==> config.mk <==
export PLATFORM = sky130hd
export DESIGN_NAME = sys_cmd_parser
export DESIGN_NICKNAME = d
export VERILOG_FILES = /design/src/rtl/sys_pkg.sv /design/src/rtl/sys_cmd_parser.sv
export SDC_FILE = /design/constraint.sdc
export NUM_CORES = 1
export LEC_CHECK = 0
export BUFFER_PORTS_ARGS = -buffer_cell sky130_fd_sc_hd__buf_4
export CAP_MARGIN = 5
export CORE_MARGIN = 1.5
export CORE_UTILIZATION = 51
export DETAILED_ROUTE_END_ITERATION = 6
export PLACE_DENSITY = 0.79
export SYNTH_ARGS = -nofsm -noshare
export SYNTH_HDL_FRONTEND = slang
export SYNTH_SLANG_ARGS = --single-unit
==> constraint.sdc <==
create_clock -name CLK -period 2.1 [get_ports CLK]
set_input_delay 0.21 -clock CLK [delete_from_list [all_inputs] [get_ports CLK]]
set_output_delay 0.21 -clock CLK [all_outputs]
set_load 0.005 [all_outputs]
==> src/rtl/sys_pkg.sv <==
// Shared definitions for the system command parser: frame opcodes,
// fixed ALU operand addresses and the parser state encoding.
package sys_pkg;

  localparam logic [7:0] CMD_WR      = 8'hAA;
  localparam logic [7:0] CMD_RD      = 8'hBB;
  localparam logic [7:0] CMD_ALU_OP  = 8'hCC;
  localparam logic [7:0] CMD_ALU_NOP = 8'hDD;

  localparam int OPA_ADDR = 0;
  localparam int OPB_ADDR = 1;

  typedef enum logic [3:0] {
    ST_IDLE      = 4'd0,
    ST_WR_ADDR   = 4'd1,
    ST_WR_DATA   = 4'd2,
    ST_RD_ADDR   = 4'd3,
    ST_RD_WAIT   = 4'd4,
    ST_ALU_OPA   = 4'd5,
    ST_ALU_OPB   = 4'd6,
    ST_ALU_FUN   = 4'd7,
    ST_ALU_WAIT  = 4'd8,
    ST_PUSH_RD   = 4'd9,
    ST_PUSH_LSB  = 4'd10,
    ST_PUSH_MSB  = 4'd11
  } state_e;

endpackage : sys_pkg

==> src/rtl/sys_cmd_parser.sv <==
// Decodes host command frames into register-file / ALU strobes and pushes
// response bytes (read data or 16-bit ALU result, LSB first) to the TX FIFO.
module sys_cmd_parser
  import sys_pkg::*;
#(
  parameter int DATA_WIDTH    = 8,
  parameter int ADDR_WIDTH    = 4,
  parameter int ALU_OUT_WIDTH = 16
) (
  input  logic                     CLK,
  input  logic                     RST,
  input  logic [DATA_WIDTH-1:0]    RX_P_DATA,
  input  logic                     RX_D_VLD,
  output logic [ADDR_WIDTH-1:0]    Address,
  output logic                     WrEn,
  output logic                     RdEn,
  output logic [DATA_WIDTH-1:0]    WrData,
  input  logic [DATA_WIDTH-1:0]    RdData,
  input  logic                     RdData_Valid,
  output logic [3:0]               ALU_FUN,
  output logic                     ALU_EN,
  output logic                     CLK_EN,
  input  logic [ALU_OUT_WIDTH-1:0] ALU_OUT,
  input  logic                     ALU_OUT_VLD,
  input  logic                     FIFO_FULL,
  output logic [DATA_WIDTH-1:0]    WR_DATA,
  output logic                     WR_INC
);

  state_e                   state_q,   state_d;
  logic [ADDR_WIDTH-1:0]    addr_q,    addr_d;
  logic [DATA_WIDTH-1:0]    wr_data_q, wr_data_d;
  logic                     wr_en_q,   wr_en_d;
  logic                     rd_en_q,   rd_en_d;
  logic [3:0]               alu_fun_q, alu_fun_d;
  logic                     alu_en_q,  alu_en_d;
  logic                     clk_en_q,  clk_en_d;
  logic [ALU_OUT_WIDTH-1:0] result_q,  result_d;
  logic [DATA_WIDTH-1:0]    tx_data_q, tx_data_d;
  logic                     wr_inc_q,  wr_inc_d;
  logic                     push_ok;

  // A push right after another would give back-to-back WR_INC before the
  // FIFO's full flag can reflect the first byte, so one idle cycle is forced.
  assign push_ok = !FIFO_FULL && !wr_inc_q;

  // NOTE: every always_comb output gets its default first so no path leaves
  // a variable unassigned, which would otherwise infer a latch.
  always_comb begin
    state_d   = state_q;
    addr_d    = addr_q;
    wr_data_d = wr_data_q;
    alu_fun_d = alu_fun_q;
    clk_en_d  = clk_en_q;
    result_d  = result_q;
    tx_data_d = tx_data_q;
    wr_en_d   = 1'b0;
    rd_en_d   = 1'b0;
    alu_en_d  = 1'b0;
    wr_inc_d  = 1'b0;

    unique case (state_q)
      ST_IDLE: if (RX_D_VLD) begin
        case (RX_P_DATA)
          DATA_WIDTH'(CMD_WR):      state_d = ST_WR_ADDR;
          DATA_WIDTH'(CMD_RD):      state_d = ST_RD_ADDR;
          DATA_WIDTH'(CMD_ALU_OP):  state_d = ST_ALU_OPA;
          DATA_WIDTH'(CMD_ALU_NOP): state_d = ST_ALU_FUN;
          default:                  state_d = ST_IDLE;
        endcase
      end
      ST_WR_ADDR: if (RX_D_VLD) begin
        addr_d  = RX_P_DATA[ADDR_WIDTH-1:0];
        state_d = ST_WR_DATA;
      end
      ST_WR_DATA: if (RX_D_VLD) begin
        wr_data_d = RX_P_DATA;
        wr_en_d   = 1'b1;
        state_d   = ST_IDLE;
      end
      ST_RD_ADDR: if (RX_D_VLD) begin
        addr_d  = RX_P_DATA[ADDR_WIDTH-1:0];
        rd_en_d = 1'b1;
        state_d = ST_RD_WAIT;
      end
      ST_RD_WAIT: if (RdData_Valid) begin
        result_d[DATA_WIDTH-1:0] = RdData;
        state_d                  = ST_PUSH_RD;
      end
      ST_ALU_OPA: if (RX_D_VLD) begin
        addr_d    = ADDR_WIDTH'(OPA_ADDR);
        wr_data_d = RX_P_DATA;
        wr_en_d   = 1'b1;
        state_d   = ST_ALU_OPB;
      end
      ST_ALU_OPB: if (RX_D_VLD) begin
        addr_d    = ADDR_WIDTH'(OPB_ADDR);
        wr_data_d = RX_P_DATA;
        wr_en_d   = 1'b1;
        state_d   = ST_ALU_FUN;
      end
      ST_ALU_FUN: if (RX_D_VLD) begin
        alu_fun_d = RX_P_DATA[3:0];
        alu_en_d  = 1'b1;
        clk_en_d  = 1'b1;
        state_d   = ST_ALU_WAIT;
      end
      // A valid coinciding with the function byte is ignored: only ALU_WAIT
      // accepts a result.
      ST_ALU_WAIT: if (ALU_OUT_VLD) begin
        result_d = ALU_OUT;
        clk_en_d = 1'b0;
        state_d  = ST_PUSH_LSB;
      end
      ST_PUSH_RD: if (push_ok) begin
        tx_data_d = result_q[DATA_WIDTH-1:0];
        wr_inc_d  = 1'b1;
        state_d   = ST_IDLE;
      end
      ST_PUSH_LSB: if (push_ok) begin
        tx_data_d = result_q[DATA_WIDTH-1:0];
        wr_inc_d  = 1'b1;
        state_d   = ST_PUSH_MSB;
      end
      ST_PUSH_MSB: if (push_ok) begin
        tx_data_d = result_q[ALU_OUT_WIDTH-1:DATA_WIDTH];
        wr_inc_d  = 1'b1;
        state_d   = ST_IDLE;
      end
      default: state_d = ST_IDLE;
    endcase
  end

  // NOTE: state registers use non-blocking assignments so every flop samples
  // the pre-edge values regardless of statement order.
  always_ff @(posedge CLK or negedge RST) begin
    if (!RST) begin
      state_q   <= ST_IDLE;
      addr_q    <= '0;
      wr_data_q <= '0;
      wr_en_q   <= 1'b0;
      rd_en_q   <= 1'b0;
      alu_fun_q <= '0;
      alu_en_q  <= 1'b0;
      clk_en_q  <= 1'b0;
      result_q  <= '0;
      tx_data_q <= '0;
      wr_inc_q  <= 1'b0;
    end else begin
      state_q   <= state_d;
      addr_q    <= addr_d;
      wr_data_q <= wr_data_d;
      wr_en_q   <= wr_en_d;
      rd_en_q   <= rd_en_d;
      alu_fun_q <= alu_fun_d;
      alu_en_q  <= alu_en_d;
      clk_en_q  <= clk_en_d;
      result_q  <= result_d;
      tx_data_q <= tx_data_d;
      wr_inc_q  <= wr_inc_d;
    end
  end

  assign Address = addr_q;
  assign WrData  = wr_data_q;
  assign WrEn    = wr_en_q;
  assign RdEn    = rd_en_q;
  assign ALU_FUN = alu_fun_q;
  assign ALU_EN  = alu_en_q;
  assign CLK_EN  = clk_en_q;
  assign WR_DATA = tx_data_q;
  assign WR_INC  = wr_inc_q;

endmodule : sys_cmd_parser

Yosys cells after proc, flatten, opt, wreduce, memory -nomap -nowiden:

Cells that the tools add are included.

* bits in registers: 49
* word-level logic and storage cells: 93

* equality and inequality tests: 29
* multiplexer cells: 31
* reduce and logical (&&, ||, !) cells: 21

Operator list (number)
* two-way mux 4 bit: 13
* case mux 4 bit (11 select lines): 1
* equality test 8 bit, second input constant: 4
* two-way mux 8 bit: 4
* case mux 8 bit (2 select lines): 2
* inequality test 2 bit, second input constant: 11
* equality test 4 x 3 -> 1 bit, second input constant: 4
* equality test 4 bit, second input constant: 4
* case mux 3 bit (4 select lines): 1
* case mux 4 bit (3 select lines): 1
* AND reduction 11 bit: 1
* AND reduction 3 bit: 3
* equality test 4 x 2 -> 1 bit, second input constant: 2
* two-way mux 1 bit: 8
* inequality test 2 x 1 -> 1 bit, second input constant: 3
* AND reduction 2 bit: 3
* nonzero test 2 bit: 3
* OR reduction 2 bit: 3
* OR reduction 3 bit: 2
* equality test 4 x 1 -> 1 bit, second input constant: 1
* zero test 4 bit: 1
* AND reduction 4 bit: 1
* nonzero test 3 bit: 1
* zero test 1 bit: 2
* other kinds (2): 2

Depth between registers and ports, before layout:

Gate-level depths: netlist of the first run.

* depth after elaboration: 4
* gate-level depth with buffers: 6
* gate-level depth less buffers: 5

Worst setup path before layout of the first run:

Ideal clock, no wire load.

* path kind: flip-flop to flip-flop
* start point: reg state_q[1]
* end point: reg state_q[0]
* setup time: 128 ps
* arrival time: 1507 ps
* data required time: 1972 ps
* slack: 465 ps
* cell stages (with the launch flop): 6
* clock period less this slack: 1635 ps
* cells stage by stage: dfrtp_1 -> or2_1 -> buf_6 -> a211oi_1 -> nor2_1 -> mux2_1

* word-level cells in the longest chain between the ends: 4

RTL lines
* from (decl): RTL line sys_cmd_parser.sv:30 `state_e state_q, state_d;`
* from (signal assigned): RTL line sys_cmd_parser.sv:150 `state_q <= state_d;`
* equality test 4 bit: RTL line sys_cmd_parser.sv:62 `unique case (state_q)`
* OR reduction 2 bit (no source line)
* inequality test 2 x 1 -> 1 bit (no source line)
* AND reduction 11 bit (no source line)

Several ways; a longest one is shown, not always the timed one.
A chain may end at the register's enable or synchronous reset.

Worst setup path in the final report of the first run:

* start point: reg state_q[0]
* end point: reg state_q[2]

Same word-level chain as after synthesis.

==> run metrics, run 1 <==
status=finished, final reports clean; antenna cells=0; syn_area_per_cell=11.2 µm²; Worst path max stage delay=0.57 ns; Layout Utilization=0.679; Max Fclk=513 MHz; WP data arrival=2.14 ns; ys flop type=dfrtp_1; core area=4320 µm²; Final Critical Period=1.95 ns; sequence of cells on the critical path=or2_1 > o221a_2 > nor2_1 > mux2_1; largest net degree at the start of global routing=50; share of layout cells above drive strength 1=0.375; post-route clock skew=0.00818 ns; first-pass GRT wire length=7840 µm; most frequent cells in the layout=buf_4 (70), dfrtp_1 (49), nand2_1 (27); sequential fraction of the synthesis area=0.539; Pre-Repair DR Iteration Count=4; initial antenna violation count=0; startpoint types=flip-flop; placed cells=318; pwr dens=1260 nW/µm²; RSZ-0062 raised after global routing=false; row count=24; grt total ovfl=0; Worst Path Required=2.29 ns; CTS tree=done; largest family of logic cells by synthesized area=multiplexers; mapped cell area=2270 µm²; Total Routing Usage GR=0.204; post-route clock period utilization=0.928; Slowest-stage cell, CP=dfrtp_1; Fin Setup TNS=0 ns; Synth Area in Simple Gates=0.149; CTS root buf=clkbuf_8; Final #Nets=312; syn nets=241; Worst VDD drop=639 µV; Slew HR=0.587; vias in the first global route=1681; Overall Power=3.70 mW; Synth Instances=203; GP Congestion=0.852; area growth from synthesis to layout=29.1%; worst hold path type=primary input to flip-flop; Port Buffers=66; Slew @ Worst Pin=0.618 ns; # setup viols final=0; Detailed Place HPWL=3430 µm; DIE WIDTH=69.8 µm; commonest non-fill, non-tap cell in the layout=buf_4; CP endpoint kind=flip-flop; Pleak=1.47 nW; First DRT Iteration DRCs=131; Synth Area in XOR/XNOR=0.0116; # DRC=0; antenna-violating nets left=0; post-synthesis mux area share=0.179; die area=4870 µm²; Post-synth EDFFs=0; flop and latch count out of synthesis=49; Adder-Cell Fraction of Synth Area=0; via count=1737; Non-Filler Instances=327; async set-reset flop share out of synthesis=1.00; die height=69.8 µm; DRT Wirelength=4680 µm; synth unique cells=40; max-slew violations=0; Sinks on Clock Net=49; clk buf depth=2; worst-path maximum fanout=16; Post-CTS Resized=0; Clock Latency Late Sink=0.31 ns; final hold vios=0; Num CTS Buffers=5; CP Class=flip-flop to flip-flop; MaxCap Viol Count=0; H-tree depth=2; Worst-path clk slew=0.09 ns; vias per cell=5.31; Ys Warns=0; Starting Density=0.526; Wirelength per Cell=14.3 µm; Compound-Gate Fraction of Synth Area=0.0958; I/O pins=67
==> metal layers <==
metal	global-route usage	vias to the layer above	share of wire
li1	-	852	-
met1	0.273	834	0.45
met2	0.325	43	0.48
met3	0.0480	8	0.051
met4	0.0769	0	0.013
met5	0	-	0
==> flip-flops by register name, summed over array words and instances, names as in the netlist <==
register and flops:
WrData 8, WR_DATA 8, Address 4, CLK_EN 1
ALU_EN 1, WR_INC 1, state_q 4, ALU_FUN 4
WrEn 1, result_q 16, RdEn 1
==> cell families (layout without fill, tap and decap cells) <==
family	after synthesis	in the layout
AOI/OAI and AO/OA	35	35
buffers and inverters	12	84
and+or+nand+nor	66	66
DFF	49	49
muxes	38	38
xor gates and xnor gates	3	3
==> worst max-delay path: cells and delay by family, from the launching register on <==
kind | cells | cell delay (ns)
flip-flops | 1 | 0.57
multiplexers | 1 | 0.35
AO/OA/AOI/OAI | 1 | 0.31
AND/OR/NAND/NOR | 2 | 0.61
==> power by group <==
group	switching [mW]	internal, mW	total [mW]
sequential	0.288	1.34	1.63
combinational	0.637	0.841	1.48
clock	0.324	0.274	0.598
==> cell usage after synthesis (2+ instances only) <==
cell type,count,share of area
o22ai_1,4,0.011
nor3_1,2,0.0044
nor2b_1,6,0.017
mux2i_1,17,0.075
o21ai_0,8,0.018
nor2_1,11,0.018
mux2_1,2,0.0099
dfrtp_1,49,0.54
nor3b_1,2,0.0066
nand2_1,27,0.045
a21oi_1,11,0.024
nand3b_1,2,0.0066
nand2b_1,5,0.014
inv_1,5,0.0083
xor2_1,2,0.0077
or4bb_1,2,0.0099
nand3_1,2,0.0044
o31ai_1,2,0.0066
buf_2,5,0.011
mux2_2,19,0.094
==> final cells by class <==
cell class,count,area (µm²)
clock inverters,2,17.5
multi-input cells,142,988
fillers,359,1390
inverters,5,18.8
well taps,52,65.1
clock buffers,6,82.6
repair buffers,71,536
flip-flops and latches,49,1230
==> final timing paths <==
kind                                end  depth (start not counted)  slack (ns)         start
max                          state_q[2]                          4        0.15    state_q[0]
min                          ALU_FUN[3]                          3        0.13  RX_P_DATA[3]
max reg2reg                  state_q[2]                          4        0.15    state_q[0]
min reg2reg                  WR_DATA[5]                          2        0.48    WR_DATA[5]
max in group asynchronous  result_q[11]                          2        1.23           RST
min in group asynchronous    Address[2]                          2        0.45           RST
==> metrics by stage <==
| step | setup WS [ns] | cell area [µm²] | hold slack, ns |
|---|---|---|---|
| after global placement | 0.276 | 2820 | 0.264 |
| after floorplan | 0.465 | 2270 | -0.0856 |
| after global routing | 0.0652 | 2930 | 0.117 |
| after detailed placement | 0.164 | 2820 | 0.262 |
| after CTS | 0.151 | 2930 | 0.121 |
| final | 0.151 | 2930 | 0.126 |
==> timing repair <==
item                                   4_1_cts  5_1_grt
buffers inserted                             0        0
endpoints found under the hold margin       49        0
hold buffers                                 1        0
Power figures use the tool's default switching activity.
==> run 2: changes to the inputs <==
CELL_PAD_IN_SITES_DETAIL_PLACEMENT = 1   (was default)
CELL_PAD_IN_SITES_GLOBAL_PLACEMENT = 1   (was default)
CORE_UTILIZATION = 39   (was 51)
PLACE_DENSITY = 0.78   (was 0.79)
==> run metrics, run 2 (synthesis gave the netlist of run 1 again) <==
First DRT Iteration DRCs=79; first-pass GRT wire length=9330 µm; WP data arrival=2.17 ns; final hold vios=0; Fin Setup TNS=0 ns; Total Routing Usage GR=0.195; # DRC=0; Fillers=644; Final #Nets=315; I/O pins=67; die height=79.4 µm; row count=27; post-route clock period utilization=0.919; most frequent cells in the layout=buf_4 (73), dfrtp_1 (49), nand2_1 (27); DRT Wirelength=5520 µm; GP Congestion=0.830; Layout Utilization=0.533; Worst-path clk slew=0.09 ns; post-CTS setup buffers=0; Slew @ Worst Pin=0.613 ns; HP Start=ALU_OUT[15]; commonest non-fill, non-tap cell in the layout=buf_4; CTS tree=done; die area=6300 µm²; MaxCap Viol Count=0; status=finished, final reports clean; CP endpoint kind=flip-flop; Pleak=1.48 nW; R2R Path Start=state_q[1]; Port Buffers=66; Largest Register=result_q; clk buf depth=2; vias per cell=5.05; Starting Density=0.408; RSZ-0062 raised after global routing=false; pwr dens=1260 nW/µm²; # setup viols final=0; H-tree depth=2; antenna cells=0; Slew HR=0.592; hold path endpoint=result_q[15]; Max Fclk=518 MHz; max reg flops=16; startpoint types=flip-flop; largest net degree at the start of global routing=50; depth of the worst hold-timing path=2; area growth from synthesis to layout=30.7%; antenna-violating nets left=0; DIE WIDTH=79.4 µm; Pre-Repair DR Iteration Count=4; worst-path maximum fanout=14; Wirelength per Cell=15.8 µm; via count=1763; vias in the first global route=1903; depth of the most critical reg-to-reg path=4; Final Critical Period=1.93 ns; Worst VDD drop=480 µV; max-slew violations=0; core area=5570 µm²; grt total ovfl=0; CTS root buf=clkbuf_8; reg2reg setup slack=0.17 ns; post-route clock skew=0.00448 ns; worst hold path type=primary input to flip-flop; Num CTS Buffers=5; initial antenna violation count=0; share of layout cells above drive strength 1=0.379; Detailed Place HPWL=4080 µm; CP Class=flip-flop to flip-flop; Critical R2R Capture=state_q[0]; Worst Path Required=2.34 ns; Sinks on Clock Net=49; Clock Latency Late Sink=0.30 ns
[run 2: changes by cell type in the layout (fill, tap and decap cells not counted), sizes merged]
cell / change
buf: +3
clkinv: -1
clkinvlp: +1
inv: -1
[run 2: per-stage QoR]
step | hold WS [ns] | power (mW) | instances | worst slack, ns | instance area, µm²
global route | 0.122 | 4.03 | 349 | 0.0626 | 2970
finish | 0.132 | 3.74 | 349 | 0.171 | 2970
global placement | 0.270 | 3.13 | 341 | 0.281 | 2870
detailed placement | 0.273 | 3.21 | 341 | 0.157 | 2870
floorplan | -0.0856 | 2.52 | 203 | 0.465 | 2270
CTS | 0.130 | 3.78 | 349 | 0.153 | 2970
[run 2: what timing repair did]
action,CTS,global route
hold buffers,1,0
resized for setup,0,0
hold endpoints to repair,49,0
[run 2: how the worst max path moves through the flow]
stage	cells past startpoint	from	end
after floorplan	5	state_q[1]	state_q[0]
after global placement	4	state_q[1]	state_q[2]
after detailed placement	4	state_q[1]	state_q[0]
after CTS	4	state_q[1]	state_q[0]
after global routing	4	state_q[1]	state_q[0]
final	4	state_q[1]	state_q[0]
[run 2: final cells by class]
cell class              count  area [µm²]  area share
multi-input cells         142         988       0.333
flip-flops and latches     49        1230       0.413
well taps                  72        90.1      0.0303
repair buffers             74         558       0.188
inverters                   5        18.8     0.00632
clock buffers               6        82.6      0.0278
clock inverters             1        7.51     0.00253
[run 2: report_power, final]
group	internal, mW	total [mW]	leakage, nW	switching [mW]
registers	1.34	1.62	0.598	0.280
clock network	0.261	0.573	0.0433	0.312
logic	0.855	1.55	0.837	0.695
total	2.45	3.74	1.48	1.29
[run 2: metal layers]
layer | part of all wire | track usage | vias up
met3 | 0.031 | 0.0356 | 6
met2 | 0.51 | 0.334 | 29
met4 | 0.013 | 0.0579 | 0
met5 | 0 | 0 | -
met1 | 0.45 | 0.251 | 871
li1 | - | - | 857
[run 2: worst max-delay path, stage by stage (launching register included)]
cell and delay, ns:
dfrtp_1 0.53, or2_1 0.41, or4_4 0.57, o22ai_1 0.19
mux2_1 0.17
